`src/rtl/pipe_mux.sv`:
```
// pipe_mux: registered N:1 channel select with valid/ready handshake and a one-entry skid buffer.
// Optional sel_err output is built when PIPE_MUX_SEL_CHECK_EN is defined.
//
// state    | meaning
// ---------+---------------------------------------------
// ST_EMPTY | main register invalid, skid empty
// ST_ONE   | main register valid, skid empty
// ST_FULL  | main and skid valid, upstream stalled
module pipe_mux #(
    parameter int WIDTH  = 32,
    parameter int NUM_IN = 4,
    parameter int SEL_W  = 2
) (
    input  logic                    clk,
    input  logic                    rst,
    input  logic [NUM_IN*WIDTH-1:0] in_data,
    input  logic [SEL_W-1:0]        sel,
    input  logic                    in_valid,
    output logic                    in_ready,
    input  logic                    flush,
    output logic [WIDTH-1:0]        out_data,
    output logic [SEL_W-1:0]        out_sel,
    output logic                    out_valid,
    input  logic                    out_ready
`ifdef PIPE_MUX_SEL_CHECK_EN
    ,
    output logic                    sel_err
`endif
);

    if (SEL_W != $clog2(NUM_IN)) begin : g_bad_sel_w
        $error("pipe_mux: SEL_W must equal $clog2(NUM_IN)");
    end
    if (NUM_IN < 2 || NUM_IN > 16) begin : g_bad_num_in
        $error("pipe_mux: NUM_IN must be in 2..16");
    end

    typedef enum logic [1:0] {
        ST_EMPTY = 2'd0,
        ST_ONE   = 2'd1,
        ST_FULL  = 2'd2
    } state_t;

    state_t             state_q, state_nxt;
    logic [WIDTH-1:0]   main_data_q, skid_data_q;
    logic [SEL_W-1:0]   main_sel_q, skid_sel_q;
    logic               in_ready_q;
    logic [WIDTH-1:0]   mux_data;
    logic               accept, consume;
    logic               load_main_in, load_main_skid, load_skid;

    // Unmatched (out-of-range) selects fall through to zero.
    always_comb begin
        mux_data = '0;
        for (int k = 0; k < NUM_IN; k++) begin
            if (sel == SEL_W'(k)) mux_data = in_data[k*WIDTH +: WIDTH];
        end
    end

    assign out_valid = (state_q != ST_EMPTY);
    assign out_data  = main_data_q;
    assign out_sel   = main_sel_q;
    assign in_ready  = in_ready_q;
    assign accept    = in_valid & in_ready_q;
    assign consume   = out_valid & out_ready;

    always_comb begin
        state_nxt      = state_q;
        load_main_in   = 1'b0;
        load_main_skid = 1'b0;
        load_skid      = 1'b0;
        if (flush) begin
            state_nxt = ST_EMPTY;
        end else begin
            case (state_q)
                ST_EMPTY: begin
                    if (accept) begin
                        state_nxt    = ST_ONE;
                        load_main_in = 1'b1;
                    end
                end
                ST_ONE: begin
                    if (accept && consume) begin
                        load_main_in = 1'b1;
                    end else if (accept) begin
                        state_nxt = ST_FULL;
                        load_skid = 1'b1;
                    end else if (consume) begin
                        state_nxt = ST_EMPTY;
                    end
                end
                ST_FULL: begin
                    if (consume) begin
                        state_nxt      = ST_ONE;
                        load_main_skid = 1'b1;
                    end
                end
                default: state_nxt = ST_EMPTY;
            endcase
        end
    end

    // in_ready is registered so out_ready never reaches it combinationally.
    always_ff @(posedge clk or negedge rst) begin
        if (!rst) begin
            state_q     <= ST_EMPTY;
            in_ready_q  <= 1'b1;
            main_data_q <= '0;
            main_sel_q  <= '0;
            skid_data_q <= '0;
            skid_sel_q  <= '0;
        end else begin
            state_q    <= state_nxt;
            in_ready_q <= (state_nxt != ST_FULL);
            if (load_main_in) begin
                main_data_q <= mux_data;
                main_sel_q  <= sel;
            end else if (load_main_skid) begin
                main_data_q <= skid_data_q;
                main_sel_q  <= skid_sel_q;
            end
            if (load_skid) begin
                skid_data_q <= mux_data;
                skid_sel_q  <= sel;
            end else if (flush || load_main_skid) begin
                skid_data_q <= '0;
                skid_sel_q  <= '0;
            end
        end
    end

`ifdef PIPE_MUX_SEL_CHECK_EN
    logic sel_oob;
    logic sel_err_q;

    always_comb begin
        sel_oob = 1'b1;
        for (int k = 0; k < NUM_IN; k++) begin
            if (sel == SEL_W'(k)) sel_oob = 1'b0;
        end
    end

    always_ff @(posedge clk or negedge rst) begin
        if (!rst) begin
            sel_err_q <= 1'b0;
        end else if (flush) begin
            sel_err_q <= 1'b0;
        end else if (accept && sel_oob) begin
            sel_err_q <= 1'b1;
        end
    end

    assign sel_err = sel_err_q;
`endif

endmodule

```
`config.mk`:
```
export PLATFORM = sky130hd
export DESIGN_NAME = pipe_mux
export DESIGN_NICKNAME = d
export VERILOG_FILES = /design/src/rtl/pipe_mux.sv
export SDC_FILE = /design/constraint.sdc
export NUM_CORES = 1
export LEC_CHECK = 0
export ABC_AREA = 1
export CAP_MARGIN = 20
export CORE_MARGIN = 3
export CORE_UTILIZATION = 41
export CTS_BUF_LIST = sky130_fd_sc_hd__clkbuf_8
export DETAILED_ROUTE_END_ITERATION = 12
export DONT_BUFFER_PORTS = 1
export SYNTH_ARGS = -nofsm -noshare
export SYNTH_HDL_FRONTEND = slang
export SYNTH_SLANG_ARGS = --single-unit
```
`constraint.sdc`:
```
create_clock -name clk -period 3.6 [get_ports clk]
set_input_delay 0.72 -clock clk [delete_from_list [all_inputs] [get_ports clk]]
set_output_delay 0.72 -clock clk [all_outputs]
set_load 0.03 [all_outputs]
```
Word-level counts from Yosys, hierarchy flattened. Index checks and enable logic that the tools add are counted. W data, S select, Z words.

Output and inout bits: 36. Word-level logic and storage cells: 50. Bits in registers: 71.

Reduce and logical (&&, ||, !) cells: 7. Bitwise operators: 2. Multiplexer cells: 29. Equality and inequality tests: 6.

Operators with widths (number): $mux W32 (8); $mux W2 (10); $mux W1 (9); $eq A2 B2 Y1 const B (3); $pmux W2 S3 (1); $reduce_bool A2 Y1 (3); $eq A2 B1 Y1 const B (2); $logic_not A2 Y1 (2); $and A1 B1 Y1 (2); $ne A2 B2 Y1 const B (1); $pmux W1 S2 (1); $logic_and A1 B1 Y1 (1); $logic_or A1 B1 Y1 (1).

Depth between registers and ports, before layout. Gate-level depths: netlist of the first run.

Word-level depth: 8. Depth in mapped cells: 9. Depth with buffers taken out: 7.

Worst setup path after synthesis of the first run. No wires, ideal clock.

Path kind: in2reg. Start: input port sel[0]. End: register main_data_q[30] (netlist: out_data[30]). Stages: 8. Slack: 1958 ps. Data required time: 3483 ps. Setup time: 117 ps. Arrival time: 1526 ps. Path through: buf_2 > nand2_1 > clkbuf_1 > or2_0 > nand2_1 > nand2_1 > nand2_1 > nand2_1.

Cells in the longest elaborated chain, start to end: 6. Elaborated cells on any way between the ends: 9. Those cells by class: eq/ne (3); mux (5); reduce/logical (1).

RTL lines: start, declared (line 17) `input logic [SEL_W-1:0] sel,`; $logic_not A2 Y1 (line 56) `if (sel == SEL_W'(k)) mux_data = in_data[k*WIDTH +: WIDTH];`; $mux W32 (3 in series) (line 56); $mux W32 * (line 56); $mux W32 * (line 115) `if (load_main_in) begin`; end signal, assigned (line 116) `main_data_q <= mux_data;`; end signal, assigned (line 119) `main_data_q <= skid_data_q;`; end, declared (line 45) `logic [WIDTH-1:0] main_data_q, skid_data_q;`.

Every way passes the cells marked *; elsewhere a longest branch is shown, timed or not. A chain may end at the register's enable or synchronous reset.

Final worst setup path of the first run.
Start: register in_ready_q (netlist: in_ready). End: register main_data_q[13] (netlist: out_data[13]).

Cells in the longest elaborated chain, start to end: 6. Elaborated cells on any way between the ends: 8. Those cells by class: mux (5); bitwise (1); reduce/logical (2).

RTL lines: start, declared (line 47) `logic in_ready_q;`; start signal, assigned (line 114) `in_ready_q <= (state_nxt != ST_FULL);`; $and A1 B1 Y1 * (line 64) `assign accept = in_valid & in_ready_q;`; $logic_and A1 B1 Y1 (line 83) `if (accept && consume) begin`; $mux W1 (line 83); $pmux W1 S2 * (line 75) `case (state_q)`; $mux W1 * (line 72) `if (flush) begin`; $mux W32 or $reduce_bool A2 Y1 (tied branches).

Marked as above.

==> results of run 1 <==
[registers in the layout, summed over array words and instances (netlist names)]
signal,count
out_data,32
skid_data_q,32
out_sel,2
skid_sel_q,2
state_q,2
in_ready,1
[cell type report]
| cell class | count | area (sq um) |
|---|---|---|
| clock buffer | 10 | 137.6 |
| sequential | 71 | 1778 |
| tap | 129 | 161.4 |
| clock inverter | 5 | 73.82 |
| antenna | 1 | 2.502 |
| inverter | 28 | 105.1 |
| multi-input combinational | 429 | 2013 |
| fill | 1015 | 5150 |
| timing repair buffer | 5 | 37.54 |
[cells by family (layout without fill, tap and decap cells)]
kind of cell	Yosys count	count (layout)	share of synthesized area, %
other cells	0	1	0
compound gates	62	62	7.605
simple gates	367	367	41.74
buf+inv	68	48	7.084
flops	71	71	43.58
[per-layer routing]
layer,GRT usage (%),share of wire [%]
met4,6.568,1.6
met5,0,0
met2,33.97,46
met1,30.63,44
met3,5.205,8.4
[report_power, final]
| part | internal [mW] | leakage, nW | total (mW) | switching (mW) |
|---|---|---|---|---|
| registers | 0.878 | 0.923 | 1.09 | 0.217 |
| logic | 0.0860 | 0.960 | 0.241 | 0.155 |
| clock network | 0.401 | 0.113 | 0.697 | 0.296 |
[path summary, 6_finish.rpt]
check                      cells past startpoint      startpoint         endpoint  slack (ps)
setup / recovery                               8        in_ready     out_data[13]        1400
hold / removal                                 0             rst  skid_data_q[26]          70
setup reg to reg                               8        in_ready     out_data[13]        1400
hold reg to reg                                2  skid_data_q[6]      out_data[6]         490
max in group asynchronous                      0             rst         in_ready        3350
min in group clk                               2  skid_data_q[6]      out_data[6]         490
[cell usage in the layout, fill, tap and decap left out]
master | Yosys | layout
sky130_fd_sc_hd__or2_0 | 12 | 12
sky130_fd_sc_hd__bufinv_16 | 0 | 2
sky130_fd_sc_hd__dfrtp_1 | 70 | 70
sky130_fd_sc_hd__buf_4 | 3 | 5
sky130_fd_sc_hd__inv_1 | 22 | 23
sky130_fd_sc_hd__diode_2 | 0 | 1
sky130_fd_sc_hd__nor2_2 | 3 | 3
sky130_fd_sc_hd__o21ai_0 | 49 | 49
sky130_fd_sc_hd__nand2_1 | 154 | 154
sky130_fd_sc_hd__or2_1 | 18 | 18
sky130_fd_sc_hd__o21ai_1 | 13 | 13
sky130_fd_sc_hd__clkinv_2 | 0 | 2
sky130_fd_sc_hd__nand3_1 | 175 | 175
sky130_fd_sc_hd__nand3_2 | 3 | 3
sky130_fd_sc_hd__dfstp_2 | 1 | 1
sky130_fd_sc_hd__clkbuf_8 | 0 | 10
sky130_fd_sc_hd__or2_2 | 2 | 2
sky130_fd_sc_hd__inv_2 | 5 | 5
sky130_fd_sc_hd__clkinv_1 | 1 | 1
[critical path, stage by stage, from the launching register on]
cell and delay (ps):
sky130_fd_sc_hd__dfstp_2 630, sky130_fd_sc_hd__nand2_1 120, sky130_fd_sc_hd__nor2_2 160, sky130_fd_sc_hd__nand3_2 390
sky130_fd_sc_hd__clkinv_1 120, sky130_fd_sc_hd__buf_4 370, sky130_fd_sc_hd__nand2_1 90, sky130_fd_sc_hd__nand2_1 120
sky130_fd_sc_hd__nand2_1 60
[per-stage QoR]
stage,std cells,worst slack (ps),cell area (sq um),hold WS (ps)
final,678,1405,4309,70.69
after global routing,678,1244,4309,48.82
after CTS,677,1390,4307,50.65
after detailed placement,662,1321,4095,427.4
after global placement,662,1316,4095,426.9
after floorplan,568,1958,4080,424.4
==> results summary, run 1 <==
The highest clock rate came out at 0.4555 GHz. The number of nets in the layout came out at between 600 and 700. The total clock sinks came out at slightly above 70. The maximum fanout encountered on the critical timing path is 34. The area enclosed by the die boundary came out at 0.01118 sq mm.

The worst setup path is captured at a flip-flop. The count of standard-cell rows is 35. The sum of negative setup slack came out at 0 ps. The global-route wire length before repair came out at 19550 um.

The area inside the core boundary is ~0.0095 sq mm. Clock tree synthesis inserted a total of 9 buffers. Input and output buffers added on the ports amount to 0. The average cell area after synthesis came out at 7.183 sq um. The total routing resource utilization after global routing came out at 21.96%.

The pin count of the biggest net entering global routing is 72. The first detailed-routing pass took 5 iterations. The largest buffer count on any clock path is 2. The flow ran to the end, and the final reports show no timing, DRC or antenna violations. Between clock sinks in the finished design, the worst skew comes to 6.490 ps. The final-report max-slew violation count is 0. The cts-stage hold buffer count came out at 0. The number of synthesized flops with an enable pin is 0. The count of maximum capacitance violations came out at 0.

The final estimated routing congestion in global placement came out at 0.8131. The final cycle utilization of the critical path is between 60% and 70%. The final design utilization is 45.56%. The clock tree from TritonCTS is built.

The transition time of the tightest slew-check pin is 945.6 ps. The number of post-CTS setup repair buffers came out at 0. The normalized max-slew margin came out at 36.81%. The library cell occupying the most area in the post-synthesis netlist is sky130_fd_sc_hd__dfrtp_1. Setup violations remaining at the end of the flow were counted as 0. After synthesis, the cell types taking the most area are sky130_fd_sc_hd__dfrtp_1, sky130_fd_sc_hd__nand3_1, sky130_fd_sc_hd__nand2_1.

After synthesis, the most frequently instantiated cells are sky130_fd_sc_hd__nand3_1, sky130_fd_sc_hd__nand2_1, sky130_fd_sc_hd__dfrtp_1. The power per cell area came out at 471.8 mW/mm^2. The estimated wirelength of the detail-placed design came out at 8439 um. The required time reported for the critical path endpoint is 3830 ps. The worst setup path is launched from a flip-flop. The most common cell in the synthesized netlist is sky130_fd_sc_hd__nand3_1. The chip width is 105.8 um. The Yosys step of the flow raised 0 warnings. The layout overhead on the synthesized area came out at 5.612%.

The post-synthesis instance area came out at 0.004080 sq mm. Dividing the detail-routed wire length by the instance count gives 18.26 um. The starting DRC count in detailed routing came out at about 290.

In the routed design, unresolved DRC markers number 0. The cell leakage power is 1.996 nW. The via count came out at 3807. Setup repair after global routing left no endpoint under its margin. The H-tree was split into 3 levels. The hold violation total from the final report is 0. The share of final-layout standard cells stronger than drive strength 1 is between 6 and 7%. The number of global-route vias before repair is ~3600. The number of synthesized register bits is 71. The count of cell types in the netlist is 17. The die height came out at 105.8 um. The kind of critical path is flip-flop to flip-flop. The antenna violation net count after detailed routing is 0. The total congestion overflow came out at 0. The maximum resistive drop on vdd came out at 0.0002301 V. The fraction of registers with async set or reset after synthesis came out at 100.0%. The tree is rooted in a sky130_fd_sc_hd__clkbuf_8. The post-detailed-route via-to-cell ratio is 5.615. The data arrival time of the critical path is around 2400 ps.

The time the worst path needs with I/O delays and setup is 2195 ps. The starting utilization of the core area is 43.13%. The sequential fraction of the synthesis area came out at 43.58%. The number of antenna violations at the first check in global routing is 1. In this run the worst hold path is classified as input port to async pin. For this design the top-level I/O count stands at 171.

The most used flip-flop cell after synthesis is sky130_fd_sc_hd__dfrtp_1. Synthesis produced a netlist whose cell count is 568. The total routed wirelength is around 12000 um. The overall power consumption came out at around 2 mW. Once the clock tree was built, the resizer swapped 0 gates to a different size.

The clock reaches the later pin of the worst-skew pair after ~340 ps. Clock-pin slew was measured on the worst setup and hold paths at 70 ps. The synthesized design devotes to its leading area cell type 42.93% of total area. The net count after synthesis is around 700.
Power figures use the tool's default switching activity.
==> run 2: changes to the inputs <==
Clock period 3.6 ns to 2 ns, I/O delays scaled along.
==> results summary, run 2 (synthesis results as in run 1) <==
At the end of routability-driven placement, the weighted congestion stood at 0.8249. Leaving out fill and tap cells, the most frequent cell in the layout is sky130_fd_sc_hd__nand3_1. The normalized max-slew margin came out at 56.45%. The total congestion overflow came out at 0. Clock skew on the completed layout was measured at between 9 and 10 ps.

The first-pass iteration count of the detailed router came out at 5. The count of maximum capacitance violations came out at 0. The final setup violation count is 0. Cell internal power was estimated by the tool at 2.339 mW. Global routing used 22.46% of the available tracks. The minimum hold slack is -251.6 ps. The checks that failed: negative hold slack. The sum of negative setup slack came out at 0 ps. In this run the worst hold path is classified as input port to async pin. The clock passes through at most 2 buffers. The run finished, with violations left. The number of setup buffers added after CTS is 0.

The estimated wirelength of the detail-placed design is ~8600 um. The die height came out at 105.8 um. The number of buffers inserted by port buffering came out at 0.

Across all setup checks in the final design, the least slack found is 320.7 ps. The cell leakage power is 2.034 nW. The chip width came out at ~110 um. The clock network accounts for 32.0% of the total power.

TritonCTS built the clock tree. The top-level I/O count came out at ~170. Timing would allow up to 0.5955 GHz. Once the floorplan was initialized, standard cells occupied 43.13% of the core. In this run switching power makes up between 30% and 40% of total power.

Leaving out fill and tap cells, the most frequent cells in the layout are sky130_fd_sc_hd__nand3_1, sky130_fd_sc_hd__nand2_1, sky130_fd_sc_hd__dfrtp_1. The required time reported for the critical path endpoint came out at 2220 ps. The power per cell area came out at 813.9 mW/mm^2.

The layout overhead on the synthesized area is 6.992%. The time the worst path needs with I/O delays and setup came out at 1679 ps. The routed wire length per instance is between 15 and 20 um. The area enclosed by the die boundary came out at 0.01118 sq mm. The area inside the core boundary came out at 0.009459 sq mm.

Of the cells placed in the final design, the portion with a size suffix greater than 1 is under 10%. The number of buffers created by CTS is 9. At the pin with the least slew margin, the transition time is 652.3 ps. The worst setup path is captured at a flip-flop. Combinational logic is responsible for 12.5% of the overall power. The buffer cell driving the clock tree root is sky130_fd_sc_hd__clkbuf_8. The post-CTS resize count is 0. In the routed layout, each cell is associated on average with a via count of ~5.6. The total clock sinks is 71. Sequential cells burn a little under three fifths of the power. Entering global routing, the biggest net connects 72 pins. The via count came out at roughly 3900. The hold violation total from the final report is 71.

The number of global-route vias before repair came out at 3686. The count of standard-cell rows came out at 35. CTS built an H-tree with a depth of 3. The count of unresolved DRC violations after routing is 0. The maximum fanout encountered on the critical timing path came out at 34. The first global-routing pass estimated 20120 um of wire. Once detail routing completed, the nets flagged for antenna violations numbered 0. The pre-CTS setup slack is 316.5 ps. The final critical path takes up 83.97% of the cycle.

The final-report max-slew violation count came to 0. The maximum resistive drop on vdd is 0.0003686 V. After detailed routing, the total wire length is 12550 um. The number of nets in the layout came out at 686. The CTS clock-pin slew for the worst setup and hold paths came out at ~80 ps.

The number of antenna violations at the first check in global routing came out at 1. STA classifies the critical path startpoint as a flip-flop. The starting DRC count in detailed routing came out at 211. Setup repair after global routing left no endpoint under its margin. For the worst-skew pair, the clock arrives at the later sink with an insertion delay of around 340 ps.

The data arrival time of the critical path is 1900 ps. Summed over all nets, the switching power comes to 1.214 mW. Measured in cells, the most critical reg-to-reg path has a length of 8. The critical path is of the flip-flop to flip-flop type.
-- run 2: layout make-up --
type | instances | area, sq um
inverter | 28 | 105.1
fill | 1004 | 5094
clock buffer | 10 | 137.6
sequential | 71 | 1778
clock inverter | 6 | 52.55
multi-input combinational | 429 | 2013
antenna | 1 | 2.502
timing repair buffer | 12 | 115.1
tap | 129 | 161.4
-- run 2: stage by stage --
step / power, mW / area [sq um] / util (%) / cells
after CTS: 3.594 / 4363 / 46.12 / 685
final: 3.553 / 4365 / 46.15 / 686
after detailed placement: 2.447 / 4173 / 44.11 / 669
after floorplan: 2.322 / 4080 / - / 568
after global routing: 3.756 / 4365 / 46.15 / 686
after global placement: 2.437 / 4173 / 44.11 / 669
-- run 2: power by group through the flow --
stage / registers [mW] / clock network (mW) / logic (mW)
6_report: 1.97 / 1.14 / 0.445
5_1_grt: 1.99 / 1.24 / 0.522
4_1_cts: 1.97 / 1.17 / 0.447
3_5_place_dp: 2.00 / 0 / 0.446
3_3_place_gp: 2.00 / 0 / 0.436
2_1_floorplan: 1.95 / 0 / 0.369
-- run 2: path summary, 6_finish.rpt --
| path | to | slack, ps | start |
|---|---|---|---|
| worst max-delay path | out_data[30] | 320 | in_ready |
| worst min-delay path | out_data[16] | -250 | rst |
| worst max register to register | out_data[30] | 320 | in_ready |
| worst min register to register | out_data[4] | 500 | skid_data_q[4] |
| max in group asynchronous | in_ready | 2070 | rst |
| min in group clk | out_sel[0] | 220 | sel[0] |
-- run 2: worst max-delay path: stages (launching register included) --
cell and delay, ps:
sky130_fd_sc_hd__dfstp_2 540, sky130_fd_sc_hd__nand2_1 70, sky130_fd_sc_hd__nor2_2 160, sky130_fd_sc_hd__nand3_2 220
sky130_fd_sc_hd__clkinv_1 140, sky130_fd_sc_hd__buf_12 210, sky130_fd_sc_hd__nand2_1 90, sky130_fd_sc_hd__nand2_1 90
sky130_fd_sc_hd__nand2_1 50
-- run 2: per-layer routing --
layer  vias up  GRT usage, %  part of all wire (%)
met5         -             0                     0
li1       1863             -                     -
met2       158         34.06                    46
met3        10         5.695                   8.1
met1      1843         32.07                    45
met4         0         5.735                  0.89
